==> config.mk <==
export PLATFORM = sky130hd
export DESIGN_NAME = mcseq
export DESIGN_NICKNAME = d
export VERILOG_FILES = /design/src/rtl/mcseq.sv
export SDC_FILE = /design/constraint.sdc
export NUM_CORES = 1
export LEC_CHECK = 0
export BUFFER_PORTS_ARGS = -buffer_cell sky130_fd_sc_hd__clkbuf_2
export CAP_MARGIN = 0
export CELL_PAD_IN_SITES_DETAIL_PLACEMENT = 0
export CELL_PAD_IN_SITES_GLOBAL_PLACEMENT = 1
export CORE_ASPECT_RATIO = 0.9
export CORE_UTILIZATION = 38
export CTS_CLUSTER_DIAMETER = 200
export DETAILED_ROUTE_END_ITERATION = 8
export PLACE_DENSITY = 0.84
export SETUP_SLACK_MARGIN = 0.02
export SLEW_MARGIN = 20
export SYNTH_ARGS = -nofsm -noshare
export SYNTH_HDL_FRONTEND = slang
export SYNTH_SLANG_ARGS = --single-unit
==> constraint.sdc <==
create_clock -name clk -period 2.6 [get_ports clk]
set_input_delay 0.52 -clock clk [delete_from_list [all_inputs] [get_ports clk]]
set_output_delay 0.52 -clock clk [all_outputs]
set_load 0.01 [all_outputs]
==> src/rtl/mcseq.sv <==
// ---------------------------------------------------------------------------
// mcseq -- multi-cycle RISC-V style control sequencer.
//
// A Moore FSM that walks each instruction through fetch, decode and
// execute/memory/write-back steps. It drives the datapath multiplexer
// selects and the write strobes for a shared-memory multi-cycle CPU.
//
// Optional feature (compile-time macro MCSEQ_INSTRET_EN):
//   adds a 32-bit retired-instruction counter on output port instret.
//
// Ports
//   clk        in   rising-edge clock
//   reset      in   asynchronous, active-high reset
//   op         in   7-bit opcode of the latched instruction register
//   iszero     in   branch-taken condition from the datapath comparator
//   mem_ready  in   memory completes the current request this cycle
//   mem_req    out  memory request
//   mem_we     out  memory write enable
//   adrsrc     out  memory address select (0 = PC, 1 = ALUOut)
//   irwrite    out  instruction-register write strobe
//   pcwrite    out  PC write strobe
//   regwrite   out  register-file write strobe
//   alusrc_a   out  ALU A select (0 = PC, 1 = oldPC, 2 = rs1 latch)
//   alusrc_b   out  ALU B select (0 = rs2 latch, 1 = imm, 2 = constant 4)
//   aluop      out  ALU op (0 = add, 1 = sub/compare, 2 = decode funct)
//   resultsrc  out  result select (0 = ALUOut, 1 = mem data, 2 = ALU, 3 = imm)
//   illegal    out  sticky unsupported-opcode flag
//   state      out  current state encoding
//   instret    out  retired-instruction count (MCSEQ_INSTRET_EN only)
// ---------------------------------------------------------------------------
module mcseq (
  input  logic        clk,
  input  logic        reset,
  input  logic [6:0]  op,
  input  logic        iszero,
  input  logic        mem_ready,
  output logic        mem_req,
  output logic        mem_we,
  output logic        adrsrc,
  output logic        irwrite,
  output logic        pcwrite,
  output logic        regwrite,
  output logic [1:0]  alusrc_a,
  output logic [1:0]  alusrc_b,
  output logic [1:0]  aluop,
  output logic [1:0]  resultsrc,
  output logic        illegal,
  output logic [3:0]  state
`ifdef MCSEQ_INSTRET_EN
  ,
  output logic [31:0] instret
`endif
);

  localparam logic [6:0] OP_LOAD   = 7'b0000011;
  localparam logic [6:0] OP_STORE  = 7'b0100011;
  localparam logic [6:0] OP_RTYPE  = 7'b0110011;
  localparam logic [6:0] OP_ITYPE  = 7'b0010011;
  localparam logic [6:0] OP_BRANCH = 7'b1100011;
  localparam logic [6:0] OP_JAL    = 7'b1101111;
  localparam logic [6:0] OP_JALR   = 7'b1100111;
  localparam logic [6:0] OP_LUI    = 7'b0110111;
  localparam logic [6:0] OP_AUIPC  = 7'b0010111;

  // Code 14 is deliberately left out; the next-state default recovers it.
  typedef enum logic [3:0] {
    S_FETCH    = 4'd0,
    S_DECODE   = 4'd1,
    S_MEMADR   = 4'd2,
    S_MEMREAD  = 4'd3,
    S_MEMWB    = 4'd4,
    S_MEMWRITE = 4'd5,
    S_EXECR    = 4'd6,
    S_EXECI    = 4'd7,
    S_ALUWB    = 4'd8,
    S_BRANCH   = 4'd9,
    S_LINK     = 4'd10,
    S_JUMP     = 4'd11,
    S_LUI      = 4'd12,
    S_AUIPC    = 4'd13,
    S_TRAP     = 4'd15
  } state_t;

  // Per-state control word. fetch/branch mark the two states whose PC/IR
  // strobes are qualified by a live input rather than fixed by the state.
  typedef struct packed {
    logic       mem_req;
    logic       mem_we;
    logic       adrsrc;
    logic       fetch;
    logic       branch;
    logic       pcwrite;
    logic       regwrite;
    logic [1:0] alusrc_a;
    logic [1:0] alusrc_b;
    logic [1:0] aluop;
    logic [1:0] resultsrc;
  } ctrl_t;

  state_t state_q;
  state_t nxt;
  ctrl_t  ctrl_q;
  logic   illegal_q;

  function automatic state_t next_state(input state_t s, input logic [6:0] opc,
                                        input logic rdy);
    state_t n;
    // NOTE: default assignment first so every path assigns n; a path that
    // leaves it unassigned would infer a latch if this logic were in always_comb.
    n = S_FETCH;
    case (s)
      S_FETCH:    n = rdy ? S_DECODE : S_FETCH;
      S_DECODE: begin
        case (opc)
          OP_LOAD, OP_STORE: n = S_MEMADR;
          OP_RTYPE:          n = S_EXECR;
          OP_ITYPE:          n = S_EXECI;
          OP_BRANCH:         n = S_BRANCH;
          OP_JAL, OP_JALR:   n = S_LINK;
          OP_LUI:            n = S_LUI;
          OP_AUIPC:          n = S_AUIPC;
          default:           n = S_TRAP;
        endcase
      end
      S_MEMADR:   n = (opc == OP_LOAD) ? S_MEMREAD : S_MEMWRITE;
      S_MEMREAD:  n = rdy ? S_MEMWB : S_MEMREAD;
      S_MEMWB:    n = S_FETCH;
      S_MEMWRITE: n = rdy ? S_FETCH : S_MEMWRITE;
      S_EXECR:    n = S_ALUWB;
      S_EXECI:    n = S_ALUWB;
      S_ALUWB:    n = S_FETCH;
      S_BRANCH:   n = S_FETCH;
      S_LINK:     n = S_JUMP;
      S_JUMP:     n = S_FETCH;
      S_LUI:      n = S_FETCH;
      S_AUIPC:    n = S_ALUWB;
      S_TRAP:     n = S_TRAP;
      default:    n = S_FETCH;
    endcase
    return n;
  endfunction

  function automatic ctrl_t decode_ctrl(input state_t s, input logic [6:0] opc);
    ctrl_t c;
    c = '0;
    case (s)
      S_FETCH: begin
        c.mem_req   = 1'b1;
        c.fetch     = 1'b1;
        c.alusrc_b  = 2'd2;
        c.resultsrc = 2'd2;
      end
      S_MEMADR: begin
        c.alusrc_a = 2'd2;
        c.alusrc_b = 2'd1;
      end
      S_MEMREAD: begin
        c.mem_req = 1'b1;
        c.adrsrc  = 1'b1;
      end
      S_MEMWB: begin
        c.regwrite  = 1'b1;
        c.resultsrc = 2'd1;
      end
      S_MEMWRITE: begin
        c.mem_req = 1'b1;
        c.mem_we  = 1'b1;
        c.adrsrc  = 1'b1;
      end
      S_EXECR: begin
        c.alusrc_a = 2'd2;
        c.aluop    = 2'd2;
      end
      S_EXECI: begin
        c.alusrc_a = 2'd2;
        c.alusrc_b = 2'd1;
        c.aluop    = 2'd2;
      end
      S_ALUWB: c.regwrite = 1'b1;
      S_BRANCH: begin
        c.branch   = 1'b1;
        c.alusrc_a = 2'd2;
        c.aluop    = 2'd1;
      end
      S_LINK: begin
        c.alusrc_a  = 2'd1;
        c.alusrc_b  = 2'd2;
        c.resultsrc = 2'd2;
        c.regwrite  = 1'b1;
      end
      S_JUMP: begin
        // JAL targets oldPC+imm; JALR uses the rs1 value latched in DECODE,
        // so the LINK write to rd cannot corrupt it when rd == rs1.
        c.alusrc_a  = (opc == OP_JAL) ? 2'd1 : 2'd2;
        c.alusrc_b  = 2'd1;
        c.resultsrc = 2'd2;
        c.pcwrite   = 1'b1;
      end
      S_LUI: begin
        c.regwrite  = 1'b1;
        c.resultsrc = 2'd3;
      end
      S_AUIPC: begin
        c.alusrc_a = 2'd1;
        c.alusrc_b = 2'd1;
      end
      default: c = '0;
    endcase
    return c;
  endfunction

  assign nxt = next_state(state_q, op, mem_ready);

  // The control word is registered together with the state it belongs to,
  // so the selects come straight off flops.
  always_ff @(posedge clk or posedge reset) begin
    if (reset) begin
      // NOTE: non-blocking assignments for all state so every flop samples
      // pre-edge values regardless of statement order.
      state_q   <= S_FETCH;
      ctrl_q    <= decode_ctrl(S_FETCH, 7'd0);
      illegal_q <= 1'b0;
`ifdef MCSEQ_INSTRET_EN
      instret   <= 32'd0;
`endif
    end else begin
      state_q   <= nxt;
      ctrl_q    <= decode_ctrl(nxt, op);
      illegal_q <= illegal_q | (nxt == S_TRAP);
`ifdef MCSEQ_INSTRET_EN
      // Counts completed instructions; FETCH stalls do not retire anything.
      // Wraps naturally at 32 bits.
      if ((state_q != S_FETCH) && (nxt == S_FETCH))
        instret <= instret + 32'd1;
`endif
    end
  end

  // Strobes are masked by reset so nothing fires while reset is held, even
  // though the registered control word already shows the FETCH pattern.
  assign mem_req   = ctrl_q.mem_req  & ~reset;
  assign mem_we    = ctrl_q.mem_we   & ~reset;
  assign regwrite  = ctrl_q.regwrite & ~reset;
  assign irwrite   = ctrl_q.fetch & mem_ready & ~reset;
  assign pcwrite   = ((ctrl_q.fetch & mem_ready) | (ctrl_q.branch & iszero) |
                      ctrl_q.pcwrite) & ~reset;
  assign adrsrc    = ctrl_q.adrsrc;
  assign alusrc_a  = ctrl_q.alusrc_a;
  assign alusrc_b  = ctrl_q.alusrc_b;
  assign aluop     = ctrl_q.aluop;
  assign resultsrc = ctrl_q.resultsrc;
  assign illegal   = illegal_q;
  assign state     = state_q;

endmodule
==> impl_results.html, run 1 <==
<table>
<tr><th>Metric</th><th>Value</th></tr>
<tr><th colspan="2">Layout</th></tr>
<tr><td>Fin util</td><td>46.46%</td></tr>
<tr><td>Number of nets at the end of the flow</td><td>157</td></tr>
<tr><td>Fraction of layout cells with a size suffix above 1</td><td>33.10%</td></tr>
<tr><td>Final instance area</td><td>1297 um2</td></tr>
<tr><td>Final antenna diode count</td><td>0</td></tr>
<tr><td>Filler cells</td><td>304</td></tr>
<tr><td>Layout Area Growth over Synthesis</td><td>14.33%</td></tr>
<tr><th colspan="2">STA</th></tr>
<tr><td>Number of slew-limit violations in the final report</td><td>0</td></tr>
<tr><td>Fraction of the cycle the final worst path needs</td><td>89.21%</td></tr>
<tr><td>Max frequency</td><td>431.1 MHz</td></tr>
<tr><td>RSZ-0062 raised after global routing</td><td>false</td></tr>
<tr><td>Tightest Pin Transition</td><td>0.6687 ns</td></tr>
<tr><td>Final Critical Period</td><td>2.319 ns</td></tr>
<tr><td>Number of setup violations in the final report</td><td>0</td></tr>
<tr><td>Worst Clk Skew</td><td>0.001745 ns</td></tr>
<tr><td>Max-slew headroom</td><td>55.37%</td></tr>
<tr><td>Final Hold Fails</td><td>0</td></tr>
<tr><td>Total negative slack for setup checks</td><td>0 ns</td></tr>
<tr><th colspan="2">Clock network</th></tr>
<tr><td>Clock slew at the register clock pins of the worst setup and hold paths</td><td>0.10 ns</td></tr>
<tr><td>Clock Root Buffer</td><td>sky130_fd_sc_hd__clkbuf_4</td></tr>
<tr><td>Number of post-CTS setup repair buffers</td><td>0</td></tr>
<tr><td>Total of hold buffers inserted after clock tree synthesis</td><td>0</td></tr>
<tr><td>Maximum count of clock buffers along a single path</td><td>2</td></tr>
<tr><td>Clock tree from TritonCTS</td><td>yes</td></tr>
<tr><td>Worst-Skew Late Latency</td><td>0.28 ns</td></tr>
<tr><td>Number of gates resized after cts</td><td>0</td></tr>
<tr><td>Number of CTS-inserted buffers</td><td>3</td></tr>
<tr><td>H-Tree Level Count</td><td>1</td></tr>
<tr><td>Clk sink count</td><td>19</td></tr>
<tr><th colspan="2">Detailed routing</th></tr>
<tr><td>First-pass detailed-route iteration total</td><td>4</td></tr>
<tr><td>Via count of the routed design</td><td>959</td></tr>
<tr><td>Total wire length</td><td>2392 um</td></tr>
<tr><td>Detailed-route vias per instance</td><td>5.184</td></tr>
<tr><td>DRC marker count from the first detailed-route iteration</td><td>17</td></tr>
<tr><td>Count of unresolved DRC violations after routing</td><td>0</td></tr>
<tr><td>Drt wl/cell</td><td>12.93 um</td></tr>
<tr><td>Number of nets still failing antenna checks after routing</td><td>0</td></tr>
<tr><th colspan="2">Floorplanning</th></tr>
<tr><td>Total die area</td><td>3209 um2</td></tr>
<tr><td>Floorplan Core Area</td><td>2793 um2</td></tr>
<tr><td>Top Ports</td><td>30</td></tr>
<tr><td>Die height</td><td>53.85 um</td></tr>
<tr><td>Overall die width</td><td>59.61 um</td></tr>
<tr><td>Effective utilization at floorplan</td><td>40.64%</td></tr>
<tr><td>Cell row count</td><td>18</td></tr>
<tr><th colspan="2">Yosys</th></tr>
<tr><td>Synthesized area divided by synthesized cell count</td><td>9.379 um2</td></tr>
<tr><td>Area of the mapped netlist</td><td>1135 um2</td></tr>
<tr><td>Net count after synthesis</td><td>132</td></tr>
<tr><td>Basic-gate share of the synthesized area counting and, or, nand and nor cells</td><td>28.89%</td></tr>
<tr><td>Seq/Total Area, Yosys</td><td>42.34%</td></tr>
<tr><td>Synth warn</td><td>0</td></tr>
<tr><td>Xor-xnor portion of the synthesized cell area</td><td>1.544%</td></tr>
<tr><td>Synth Area in Adders</td><td>0%</td></tr>
<tr><td>Synthesized netlist cell count</td><td>121</td></tr>
<tr><td>#FFs+latches synth</td><td>19</td></tr>
<tr><td>Number of distinct library cell variants in the gate-level netlist after synthesis</td><td>44</td></tr>
<tr><td>Mux contribution to synthesized area</td><td>0.8820%</td></tr>
<tr><td>Largest family of logic cells by synthesized area</td><td>simple AND/OR/NAND/NOR gates</td></tr>
<tr><td>Area fraction in compound gates after synthesis</td><td>17.20%</td></tr>
<tr><th colspan="2">GRT</th></tr>
<tr><td>Global-route wire length before repair</td><td>3788 um</td></tr>
<tr><td>Total congestion overflow after global routing</td><td>0</td></tr>
<tr><td>Number of antenna violations at the first check in global routing</td><td>0</td></tr>
<tr><td>Total routing resource utilization after global routing</td><td>15.99%</td></tr>
<tr><td>Number of global-route vias before repair</td><td>827</td></tr>
<tr><td>Pin count of the biggest net entering global routing</td><td>20</td></tr>
<tr><th colspan="2">Pwr</th></tr>
<tr><td>Power density normalized to cell area</td><td>1246 nW/um2</td></tr>
<tr><td>Maximum ir drop on the vdd rail</td><td>0.0006286 V</td></tr>
<tr><td>Leakage power</td><td>0.0005991 uW</td></tr>
<tr><th colspan="2">Worst setup path</th></tr>
<tr><td>Classification of the worst setup path</td><td>flop to flop</td></tr>
<tr><td>Maximum net fanout on the critical path</td><td>14</td></tr>
<tr><td>Required time of the worst setup path</td><td>2.77 ns</td></tr>
<tr><td>CP startpoint kind</td><td>flop</td></tr>
<tr><td>WP data arrival</td><td>2.49 ns</td></tr>
<tr><td>Crit path capture type</td><td>flop</td></tr>
<tr><th colspan="2">Worst hold path</th></tr>
<tr><td>Class of the most critical hold timing path</td><td>input port to asynchronous set/reset pin</td></tr>
<tr><th colspan="2">Placed design</th></tr>
<tr><td>Placer's final routability congestion estimate</td><td>0.9041</td></tr>
<tr><td>DP Area</td><td>1271 um2</td></tr>
<tr><td>Count of buffers from port buffering</td><td>29</td></tr>
<tr><td>Dpl hpwl</td><td>1847 um</td></tr>
<tr><th colspan="2">Job</th></tr>
<tr><td>Number of max-cap violations</td><td>0</td></tr>
<tr><th colspan="2">Status</th></tr>
<tr><td>Result of the run</td><td>finished clean</td></tr>
</table>
[routing by layer]
layer	wire length [um]	track usage (%)	share of wire [%]
met5	0	0	0
met4	0	1.163	0
met3	114	5.048	4.8
met1	1187	21.97	50
met2	1090	25.84	46
[path summary, 6_finish.rpt]
path / from / endpoint / slack, ns / depth (start not counted)
max in group asynchronous: reset / aluop[1]$_DFF_PP0_ / 1.81 / 2
worst max register to register: state[3]$_DFF_PP0_ / alusrc_a[1]$_DFF_PP0_ / 0.28 / 6
worst min register to register: illegal$_DFF_PP0_ / illegal$_DFF_PP0_ / 0.49 / 1
worst min-delay path: reset / ctrl_q[10]$_DFF_PP0_ / 0.36 / 2
min in group clk: illegal$_DFF_PP0_ / illegal$_DFF_PP0_ / 0.49 / 1
worst max-delay path: state[3]$_DFF_PP0_ / alusrc_a[1]$_DFF_PP0_ / 0.28 / 6
[power breakdown]
part	internal, uW	switching, uW
logic	389	544
registers	430	114
clock network	59.6	79.7
[sequential cells by signal, summed over array words and instances (netlist names)]
signal,count
state,4
resultsrc,2
illegal,1
ctrl_q,6
aluop,1
alusrc_a,2
adrsrc,1
alusrc_b,2
[cell usage after synthesis (all sizes together)]
library cell  instances  area [um2]
and2                  1       6.260
buf                  10       72.56
nor3                  4       30.03
o221ai                2       17.52
a2111oi               2       17.52
and4b                 1       10.01
a41o                  1       10.01
nor2                 12       47.55
o21ai                 5       25.02
dfrtp                15       375.4
or4b                  3       30.03
nor2b                 5       31.28
a211oi                1       7.510
o211ai                3       27.52
nand4bb               2       38.79
nand3                 4       20.02
or2b                  1       7.510
a21oi                 9       45.04
nand2b                2       12.51
clkbuf                2       8.750
xnor2                 2       17.52
a32o                  1       10.01
o2bb2ai               1       8.760
dfstp                 4       105.1
nor4b                 1       8.760
nand3b                1       7.510
inv                   6       22.52
a211o                 2       17.52
mux2i                 1       10.01
o41ai                 1       8.760
or2                   1       6.260
nor3b                 1       7.510
nand2                11       43.80
or3                   3       20.02
[cell usage in the layout (no fill, tap or decap), types with 3 or more instances in the layout]
cell type and n:
sky130_fd_sc_hd__dfrtp_1 15, sky130_fd_sc_hd__nand2_1 10, sky130_fd_sc_hd__nor2b_1 5, sky130_fd_sc_hd__buf_4 3, sky130_fd_sc_hd__nand3_1 4, sky130_fd_sc_hd__dfstp_2 4, sky130_fd_sc_hd__clkbuf_4 3, sky130_fd_sc_hd__a21oi_1 9
sky130_fd_sc_hd__inv_1 5, sky130_fd_sc_hd__nor2_1 11, sky130_fd_sc_hd__o21ai_0 5, sky130_fd_sc_hd__clkbuf_2 29
[critical path: stages, from the launching register on]
cell and delay [ns]:
sky130_fd_sc_hd__dfrtp_1 0.54, sky130_fd_sc_hd__or4b_1 0.55, sky130_fd_sc_hd__and4b_1 0.21, sky130_fd_sc_hd__a211o_1 0.36, sky130_fd_sc_hd__nand2_2 0.12, sky130_fd_sc_hd__nor3_2 0.04, sky130_fd_sc_hd__or3_1 0.38
[cell type report]
class,count,area (um2),area share [%]
inverters,6,22.52,1.736
multi-input cells,84,550.5,42.43
repair buffers,32,167.7,12.92
flip-flops and latches,19,480.5,37.03
well taps,40,50.05,3.857
clock buffers,4,26.28,2.025
[kinds of logic (layout without fill, tap and decap cells)]
group | count (synthesis) | in the layout
flip-flops | 19 | 19
AO/OA/AOI/OAI | 28 | 28
AND/OR/NAND/NOR | 53 | 53
XOR/XNOR | 2 | 2
buffers and inverters | 18 | 42
multiplexers | 1 | 1
[through the flow]
stage	hold slack [ns]	power, uW	instances	setup WS (ns)
3_3_place_gp	0.4480	1457	181	0.1834
3_5_place_dp	0.4633	1480	181	0.1104
2_1_floorplan	0.4682	1241	121	0.3771
6_report	0.3634	1617	185	0.2805
5_1_grt	0.4233	1755	185	0.1896
4_1_cts	0.3852	1623	185	0.3124
Power figures use the tool's default switching activity.
==> run 2, diff against run 1 <==
- clock period: 2.6 -> 2.61 ns (I/O delays scaled with it)
==> impl_results.html, run 2 (same netlist as run 1, synthesis figures left out) <==
<table>
<tr><th>Metric</th><th>Value</th></tr>
<tr><th colspan="2">Status</th></tr>
<tr><td>Result of the run</td><td>finished clean (unchanged)</td></tr>
<tr><th colspan="2">Detailed routing</th></tr>
<tr><td>Drt wl/cell</td><td>12.68 um (was 12.93 um)</td></tr>
<tr><td>Met3 layer wire length in the routed design</td><td>121 um (was 114 um)</td></tr>
<tr><td>Total met2 wirelength after detailed routing</td><td>1091 um (was 1090 um)</td></tr>
<tr><td>Number of nets still failing antenna checks after routing</td><td>0 (unchanged)</td></tr>
<tr><td>DRC marker count from the first detailed-route iteration</td><td>11 (was 17)</td></tr>
<tr><td>Total wire length</td><td>2345 um (was 2392 um)</td></tr>
<tr><td>Uppermost layer routed</td><td>met4 (was met3)</td></tr>
<tr><td>Via count of the routed design</td><td>972 (was 959)</td></tr>
<tr><td>Count of unresolved DRC violations after routing</td><td>0 (unchanged)</td></tr>
<tr><td>First-pass detailed-route iteration total</td><td>4 (unchanged)</td></tr>
<tr><td>Post-Route M1 WL</td><td>1124 um (was 1187 um)</td></tr>
<tr><td>Detailed-route vias per instance</td><td>5.254 (was 5.184)</td></tr>
<tr><th colspan="2">Worst hold path</th></tr>
<tr><td>Class of the most critical hold timing path</td><td>input port to asynchronous set/reset pin (unchanged)</td></tr>
<tr><th colspan="2">STA</th></tr>
<tr><td>Max-slew headroom</td><td>56.09% (was 55.37%)</td></tr>
<tr><td>Total negative slack for setup checks</td><td>0 ns (unchanged)</td></tr>
<tr><td>Number of setup violations in the final report</td><td>0 (unchanged)</td></tr>
<tr><td>Tightest Pin Transition</td><td>0.6579 ns (was 0.6687 ns)</td></tr>
<tr><td>Final Critical Period</td><td>2.261 ns (was 2.319 ns)</td></tr>
<tr><td>RSZ-0062 raised after global routing</td><td>false (unchanged)</td></tr>
<tr><td>Worst Clk Skew</td><td>0.008991 ns (was 0.001745 ns)</td></tr>
<tr><td>Fraction of the cycle the final worst path needs</td><td>86.64% (was 89.21%)</td></tr>
<tr><td>Final Hold Fails</td><td>0 (unchanged)</td></tr>
<tr><td>Number of slew-limit violations in the final report</td><td>0 (unchanged)</td></tr>
<tr><td>Max frequency</td><td>442.2 MHz (was 431.1 MHz)</td></tr>
<tr><th colspan="2">Job</th></tr>
<tr><td>Number of max-cap violations</td><td>0 (unchanged)</td></tr>
<tr><th colspan="2">Placed design</th></tr>
<tr><td>Placer's final routability congestion estimate</td><td>0.9042 (was 0.9041)</td></tr>
<tr><td>Count of buffers from port buffering</td><td>29 (unchanged)</td></tr>
<tr><td>Dpl hpwl</td><td>1798 um (was 1847 um)</td></tr>
<tr><th colspan="2">Worst setup path</th></tr>
<tr><td>CP endpoint</td><td>alusrc_a[1]$_DFF_PP0_ (unchanged)</td></tr>
<tr><td>Worst-path cell with the longest stage delay</td><td>sky130_fd_sc_hd__or4b_1 (unchanged)</td></tr>
<tr><td>Required time of the worst setup path</td><td>2.79 ns (was 2.77 ns)</td></tr>
<tr><td>WP data arrival</td><td>2.45 ns (was 2.49 ns)</td></tr>
<tr><td>Cell count along the critical path</td><td>6 (unchanged)</td></tr>
<tr><td>Crit path capture type</td><td>flop (unchanged)</td></tr>
<tr><td>Critical path buffers and inverters</td><td>0 (unchanged)</td></tr>
<tr><td>CP startpoint kind</td><td>flop (unchanged)</td></tr>
<tr><td>CP top delay family</td><td>simple AND/OR/NAND/NOR gates (unchanged)</td></tr>
<tr><td>CP startpoint</td><td>state[3]$_DFF_PP0_ (unchanged)</td></tr>
<tr><td>Worst reg2reg startpoint</td><td>state[3]$_DFF_PP0_ (unchanged)</td></tr>
<tr><td>Destination of the worst register-to-register timing path</td><td>alusrc_a[1]$_DFF_PP0_ (unchanged)</td></tr>
<tr><td>Worst setup slack for register-to-register paths</td><td>0.35 ns (was 0.28 ns)</td></tr>
<tr><td>Cells along the critical path</td><td>or4b_1, and4b_1, a211o_1, nand2_2, nor3_2, or3_1 (unchanged)</td></tr>
<tr><td>Maximum net fanout on the critical path</td><td>14 (unchanged)</td></tr>
<tr><td>Largest stage delay, worst path</td><td>0.54 ns (was 0.55 ns)</td></tr>
<tr><td>Classification of the worst setup path</td><td>flop to flop (unchanged)</td></tr>
<tr><td>Length in cells of the worst reg-to-reg path</td><td>6 (unchanged)</td></tr>
<tr><th colspan="2">Clock network</th></tr>
<tr><td>Clock tree from TritonCTS</td><td>yes (unchanged)</td></tr>
<tr><td>Worst-Skew Late Latency</td><td>0.29 ns (was 0.28 ns)</td></tr>
<tr><td>Maximum count of clock buffers along a single path</td><td>2 (unchanged)</td></tr>
<tr><td>Number of post-CTS setup repair buffers</td><td>0 (unchanged)</td></tr>
<tr><td>Number of CTS-inserted buffers</td><td>3 (unchanged)</td></tr>
<tr><td>Clock slew at the register clock pins of the worst setup and hold paths</td><td>0.11 ns (was 0.10 ns)</td></tr>
<tr><td>Total of hold buffers inserted after clock tree synthesis</td><td>0 (unchanged)</td></tr>
<tr><td>Number of gates resized after cts</td><td>0 (unchanged)</td></tr>
<tr><td>Clk sink count</td><td>19 (unchanged)</td></tr>
<tr><td>Clock Root Buffer</td><td>sky130_fd_sc_hd__clkbuf_4 (unchanged)</td></tr>
<tr><td>H-Tree Level Count</td><td>1 (unchanged)</td></tr>
<tr><th colspan="2">Layout</th></tr>
<tr><td>Final antenna diode count</td><td>0 (unchanged)</td></tr>
<tr><td>Most common library cell in the layout ignoring fill and taps</td><td>sky130_fd_sc_hd__clkbuf_2 (unchanged)</td></tr>
<tr><td>Reg with most FFs</td><td>ctrl_q (unchanged)</td></tr>
<tr><td>Layout Area Growth over Synthesis</td><td>14.44% (was 14.33%)</td></tr>
<tr><td>Number of flip-flops in the largest register</td><td>6 (unchanged)</td></tr>
<tr><td>Most used cells in the layout excluding fill and tap cells</td><td>sky130_fd_sc_hd__clkbuf_2 (29), sky130_fd_sc_hd__dfrtp_1 (15), sky130_fd_sc_hd__nor2_1 (11) (unchanged)</td></tr>
<tr><td>Fraction of layout cells with a size suffix above 1</td><td>33.79% (was 33.10%)</td></tr>
<tr><td>Number of nets at the end of the flow</td><td>157 (unchanged)</td></tr>
<tr><th colspan="2">Pwr</th></tr>
<tr><td>Power density normalized to cell area</td><td>1243 nW/um2 (was 1246 nW/um2)</td></tr>
<tr><td>Leakage power</td><td>0.0006019 uW (was 0.0005991 uW)</td></tr>
<tr><td>Maximum ir drop on the vdd rail</td><td>0.0006482 V (was 0.0006286 V)</td></tr>
<tr><td>Total power of the final layout</td><td>1615 uW (was 1617 uW)</td></tr>
<tr><th colspan="2">GRT</th></tr>
<tr><td>Total congestion overflow after global routing</td><td>0 (unchanged)</td></tr>
<tr><td>Number of global-route vias before repair</td><td>828 (was 827)</td></tr>
<tr><td>Total routing resource utilization after global routing</td><td>15.73% (was 15.99%)</td></tr>
<tr><td>Global-route wire length before repair</td><td>3746 um (was 3788 um)</td></tr>
<tr><td>Number of antenna violations at the first check in global routing</td><td>0 (unchanged)</td></tr>
<tr><td>Pin count of the biggest net entering global routing</td><td>20 (unchanged)</td></tr>
<tr><th colspan="2">Floorplanning</th></tr>
<tr><td>Top Ports</td><td>30 (unchanged)</td></tr>
<tr><td>Cell row count</td><td>18 (unchanged)</td></tr>
<tr><td>Overall die width</td><td>59.61 um (unchanged)</td></tr>
<tr><td>Die height</td><td>53.85 um (unchanged)</td></tr>
<tr><td>Total die area</td><td>3209 um2 (unchanged)</td></tr>
<tr><td>Effective utilization at floorplan</td><td>40.64% (unchanged)</td></tr>
<tr><td>Floorplan Core Area</td><td>2793 um2 (unchanged)</td></tr>
</table>
run 2: cell type report:
class / instances / area, um2
clock buffers: 3 / 22.52
inverters: 6 / 22.52
well taps: 40 / 50.05
flip-flops and latches: 19 / 480.5
multi-input cells: 84 / 550.5
repair buffers: 32 / 167.7
clock inverters: 1 / 5.005
fillers: 292 / 1494
run 2: power by group:
part / switching, uW / total, uW / internal (uW)
Combinational: 546 / 934 / 388
Sequential: 110 / 539 / 429
Clock: 85.1 / 142 / 57.0
run 2: stage by stage:
step	util, %	cells	setup WS [ns]	hold slack [ns]	area (um2)
after detailed placement	45.52	181	0.1149	0.4588	1271
after global routing	46.51	185	0.2236	0.4107	1299
after floorplan	-	121	0.3851	0.4702	1135
after CTS	46.51	185	0.3519	0.3817	1299
final	46.51	185	0.3488	0.3446	1299
after global placement	45.52	181	0.1918	0.4480	1271
run 2: routing by layer:
metal / up-vias / track usage (%)
met1: 467 / 20.96
met3: 2 / 5.048
met5: - / 0
met2: 28 / 26.22
li1: 475 / -
met4: 0 / 1.163
run 2: how the worst min path moves through the flow:
| stage | from | end | cells after the start |
|---|---|---|---|
| final | reset | ctrl_q[10]$_DFF_PP0_ | 2 |
| after global routing | reset | ctrl_q[10]$_DFF_PP0_ | 2 |
| after CTS | reset | ctrl_q[13]$_DFF_PP0_ | 2 |
| after detailed placement | illegal$_DFF_PP0_ | illegal$_DFF_PP0_ | 1 |
| after global placement | illegal$_DFF_PP0_ | illegal$_DFF_PP0_ | 1 |
| after floorplan | reset | adrsrc$_DFF_PP0_ | 1 |
run 2: worst register-to-register path: cells and delay by family, from the launching register on:
family	cells	cell delay [ns]
AO/OA/AOI/OAI	1	0.35
flip-flops	1	0.52
AND/OR/NAND/NOR	5	1.28
==> run 3, diff against run 2 <==
- clock period: 2.61 -> 2.3 ns (I/O delays scaled with it)
==> impl_results.html, run 3 (same netlist as run 1, synthesis figures left out) <==
<table>
<tr><th>Metric</th><th>Value</th></tr>
<tr><th colspan="2">Detailed routing</th></tr>
<tr><td>Via count of the routed design</td><td>1,019 (was 972)</td></tr>
<tr><td>Detailed-route vias per instance</td><td>5.095 (was 5.254)</td></tr>
<tr><td>Count of unresolved DRC violations after routing</td><td>0 (unchanged)</td></tr>
<tr><td>Total wire length</td><td>2349 um (was 2345 um)</td></tr>
<tr><td>First-pass detailed-route iteration total</td><td>4 (unchanged)</td></tr>
<tr><td>Number of nets still failing antenna checks after routing</td><td>0 (unchanged)</td></tr>
<tr><td>DRC marker count from the first detailed-route iteration</td><td>21 (was 11)</td></tr>
<tr><td>Drt wl/cell</td><td>11.75 um (was 12.68 um)</td></tr>
<tr><th colspan="2">Floorplanning</th></tr>
<tr><td>Effective utilization at floorplan</td><td>40.64% (unchanged)</td></tr>
<tr><td>Floorplan Core Area</td><td>2793 um2 (unchanged)</td></tr>
<tr><td>Overall die width</td><td>59.61 um (unchanged)</td></tr>
<tr><td>Die height</td><td>53.85 um (unchanged)</td></tr>
<tr><td>Cell row count</td><td>18 (unchanged)</td></tr>
<tr><td>Top Ports</td><td>30 (unchanged)</td></tr>
<tr><td>Total die area</td><td>3209 um2 (unchanged)</td></tr>
<tr><th colspan="2">STA</th></tr>
<tr><td>Total negative slack for setup checks</td><td>0 ns (unchanged)</td></tr>
<tr><td>Final Hold Fails</td><td>0 (unchanged)</td></tr>
<tr><td>Number of slew-limit violations in the final report</td><td>0 (unchanged)</td></tr>
<tr><td>Tightest Pin Transition</td><td>0.6639 ns (was 0.6579 ns)</td></tr>
<tr><td>Max frequency</td><td>465.7 MHz (was 442.2 MHz)</td></tr>
<tr><td>Number of setup violations in the final report</td><td>0 (unchanged)</td></tr>
<tr><td>RSZ-0062 raised after global routing</td><td>false (unchanged)</td></tr>
<tr><td>Worst Clk Skew</td><td>0.0009564 ns (was 0.008991 ns)</td></tr>
<tr><td>Final Critical Period</td><td>2.147 ns (was 2.261 ns)</td></tr>
<tr><td>Max-slew headroom</td><td>55.69% (was 56.09%)</td></tr>
<tr><td>Fraction of the cycle the final worst path needs</td><td>93.36% (was 86.64%)</td></tr>
<tr><th colspan="2">Job</th></tr>
<tr><td>Number of max-cap violations</td><td>0 (unchanged)</td></tr>
<tr><th colspan="2">Pwr</th></tr>
<tr><td>Leakage power</td><td>0.0006723 uW (was 0.0006019 uW)</td></tr>
<tr><td>Power density normalized to cell area</td><td>1401 nW/um2 (was 1243 nW/um2)</td></tr>
<tr><td>Maximum ir drop on the vdd rail</td><td>0.0007374 V (was 0.0006482 V)</td></tr>
<tr><td>Total power of the final layout</td><td>1976 uW (was 1615 uW)</td></tr>
<tr><th colspan="2">Layout</th></tr>
<tr><td>Final antenna diode count</td><td>0 (unchanged)</td></tr>
<tr><td>Layout Area Growth over Synthesis</td><td>24.26% (was 14.44%)</td></tr>
<tr><td>Reg with most FFs</td><td>ctrl_q (unchanged)</td></tr>
<tr><td>Most common library cell in the layout ignoring fill and taps</td><td>sky130_fd_sc_hd__clkbuf_2 (unchanged)</td></tr>
<tr><td>Number of nets at the end of the flow</td><td>172 (was 157)</td></tr>
<tr><td>Fraction of layout cells with a size suffix above 1</td><td>39.38% (was 33.79%)</td></tr>
<tr><td>Most used cells in the layout excluding fill and tap cells</td><td>sky130_fd_sc_hd__clkbuf_2 (29), sky130_fd_sc_hd__buf_4 (18), sky130_fd_sc_hd__dfrtp_1 (15) (was sky130_fd_sc_hd__clkbuf_2 (29), sky130_fd_sc_hd__dfrtp_1 (15), sky130_fd_sc_hd__nor2_1 (11))</td></tr>
<tr><td>Number of flip-flops in the largest register</td><td>6 (unchanged)</td></tr>
<tr><th colspan="2">Worst setup path</th></tr>
<tr><td>Required time of the worst setup path</td><td>2.52 ns (was 2.79 ns)</td></tr>
<tr><td>Crit path capture type</td><td>flop (unchanged)</td></tr>
<tr><td>Classification of the worst setup path</td><td>flop to flop (unchanged)</td></tr>
<tr><td>WP data arrival</td><td>2.37 ns (was 2.45 ns)</td></tr>
<tr><td>CP startpoint kind</td><td>flop (unchanged)</td></tr>
<tr><td>Maximum net fanout on the critical path</td><td>8 (was 14)</td></tr>
<tr><th colspan="2">Clock network</th></tr>
<tr><td>Clk sink count</td><td>19 (unchanged)</td></tr>
<tr><td>Clock slew at the register clock pins of the worst setup and hold paths</td><td>0.09 ns (was 0.11 ns)</td></tr>
<tr><td>Worst-Skew Late Latency</td><td>0.28 ns (was 0.29 ns)</td></tr>
<tr><td>H-Tree Level Count</td><td>1 (unchanged)</td></tr>
<tr><td>Number of CTS-inserted buffers</td><td>3 (unchanged)</td></tr>
<tr><td>Maximum count of clock buffers along a single path</td><td>2 (unchanged)</td></tr>
<tr><td>Total of hold buffers inserted after clock tree synthesis</td><td>0 (unchanged)</td></tr>
<tr><td>Clock Root Buffer</td><td>sky130_fd_sc_hd__clkbuf_4 (unchanged)</td></tr>
<tr><td>Clock tree from TritonCTS</td><td>yes (unchanged)</td></tr>
<tr><td>Number of post-CTS setup repair buffers</td><td>0 (unchanged)</td></tr>
<tr><td>Number of gates resized after cts</td><td>0 (unchanged)</td></tr>
<tr><th colspan="2">Worst hold path</th></tr>
<tr><td>Class of the most critical hold timing path</td><td>input port to asynchronous set/reset pin (unchanged)</td></tr>
<tr><th colspan="2">Placed design</th></tr>
<tr><td>Placer's final routability congestion estimate</td><td>0.9095 (was 0.9042)</td></tr>
<tr><td>Dpl hpwl</td><td>1898 um (was 1798 um)</td></tr>
<tr><td>Count of buffers from port buffering</td><td>29 (unchanged)</td></tr>
<tr><th colspan="2">GRT</th></tr>
<tr><td>Pin count of the biggest net entering global routing</td><td>20 (unchanged)</td></tr>
<tr><td>Number of antenna violations at the first check in global routing</td><td>0 (unchanged)</td></tr>
<tr><td>Total routing resource utilization after global routing</td><td>16.14% (was 15.73%)</td></tr>
<tr><td>Global-route wire length before repair</td><td>3864 um (was 3746 um)</td></tr>
<tr><td>Number of global-route vias before repair</td><td>897 (was 828)</td></tr>
<tr><td>Total congestion overflow after global routing</td><td>0 (unchanged)</td></tr>
<tr><th colspan="2">Status</th></tr>
<tr><td>Result of the run</td><td>finished clean (unchanged)</td></tr>
</table>
run 3: critical path, cell delays in order, from the launching register on:
cell and delay, ns:
sky130_fd_sc_hd__dfrtp_1 0.47, sky130_fd_sc_hd__nor2_1 0.18, sky130_fd_sc_hd__or4b_1 0.46, sky130_fd_sc_hd__a211o_1 0.39, sky130_fd_sc_hd__buf_4 0.17, sky130_fd_sc_hd__o41ai_1 0.25
sky130_fd_sc_hd__a32o_1 0.18
run 3: path summary, 6_finish.rpt:
path	start	endpoint	slack, ns	cells past startpoint
max	state[0]$_DFF_PP0_	alusrc_a[0]$_DFF_PP0_	0.15	6
min reg2reg	illegal$_DFF_PP0_	illegal$_DFF_PP0_	0.47	1
max reg2reg	state[0]$_DFF_PP0_	alusrc_a[0]$_DFF_PP0_	0.15	6
min	reset	ctrl_q[8]$_DFF_PP0_	0.31	2
min in group clk	illegal$_DFF_PP0_	illegal$_DFF_PP0_	0.47	1
max in group asynchronous	reset	state[3]$_DFF_PP0_	1.57	2
run 3: per-layer routing:
layer / up-vias / part of all wire [%] / track usage (%)
met5: - / 0 / 0
li1: 511 / - / -
met4: 0 / 0 / 0
met2: 29 / 46 / 27.34
met3: 0 / 4.9 / 5.048
met1: 479 / 49 / 21.67
run 3: cell type report:
| type | count | area [um2] |
|---|---|---|
| clock buffer | 4 | 26.28 |
| fill | 293 | 1383 |
| inverter | 6 | 22.52 |
| multi-input combinational | 84 | 550.5 |
| sequential | 19 | 480.5 |
| tap | 40 | 50.05 |
| timing repair buffer | 47 | 280.3 |
run 3: stage by stage:
| step | area (um2) | utilization, % | hold slack [ns] | instances | worst slack, ns |
|---|---|---|---|---|---|
| floorplan | 1135 | - | 0.4082 | 121 | 0.1371 |
| global placement | 1384 | 49.55 | 0.4498 | 196 | 0.007669 |
| detailed placement | 1384 | 49.55 | 0.4568 | 196 | -0.03146 |
| CTS | 1410 | 50.49 | 0.3239 | 200 | 0.1551 |
| global route | 1410 | 50.49 | 0.3578 | 200 | 0.04762 |
| finish | 1410 | 50.49 | 0.3072 | 200 | 0.1528 |
run 3: report_power, final:
group | total (uW) | switching (uW) | internal, uW
Clock | 153 | 85.5 | 67.3
Sequential | 554 | 66.1 | 488
Combinational | 1270 | 695 | 574
Total | 1980 | 847 | 1130
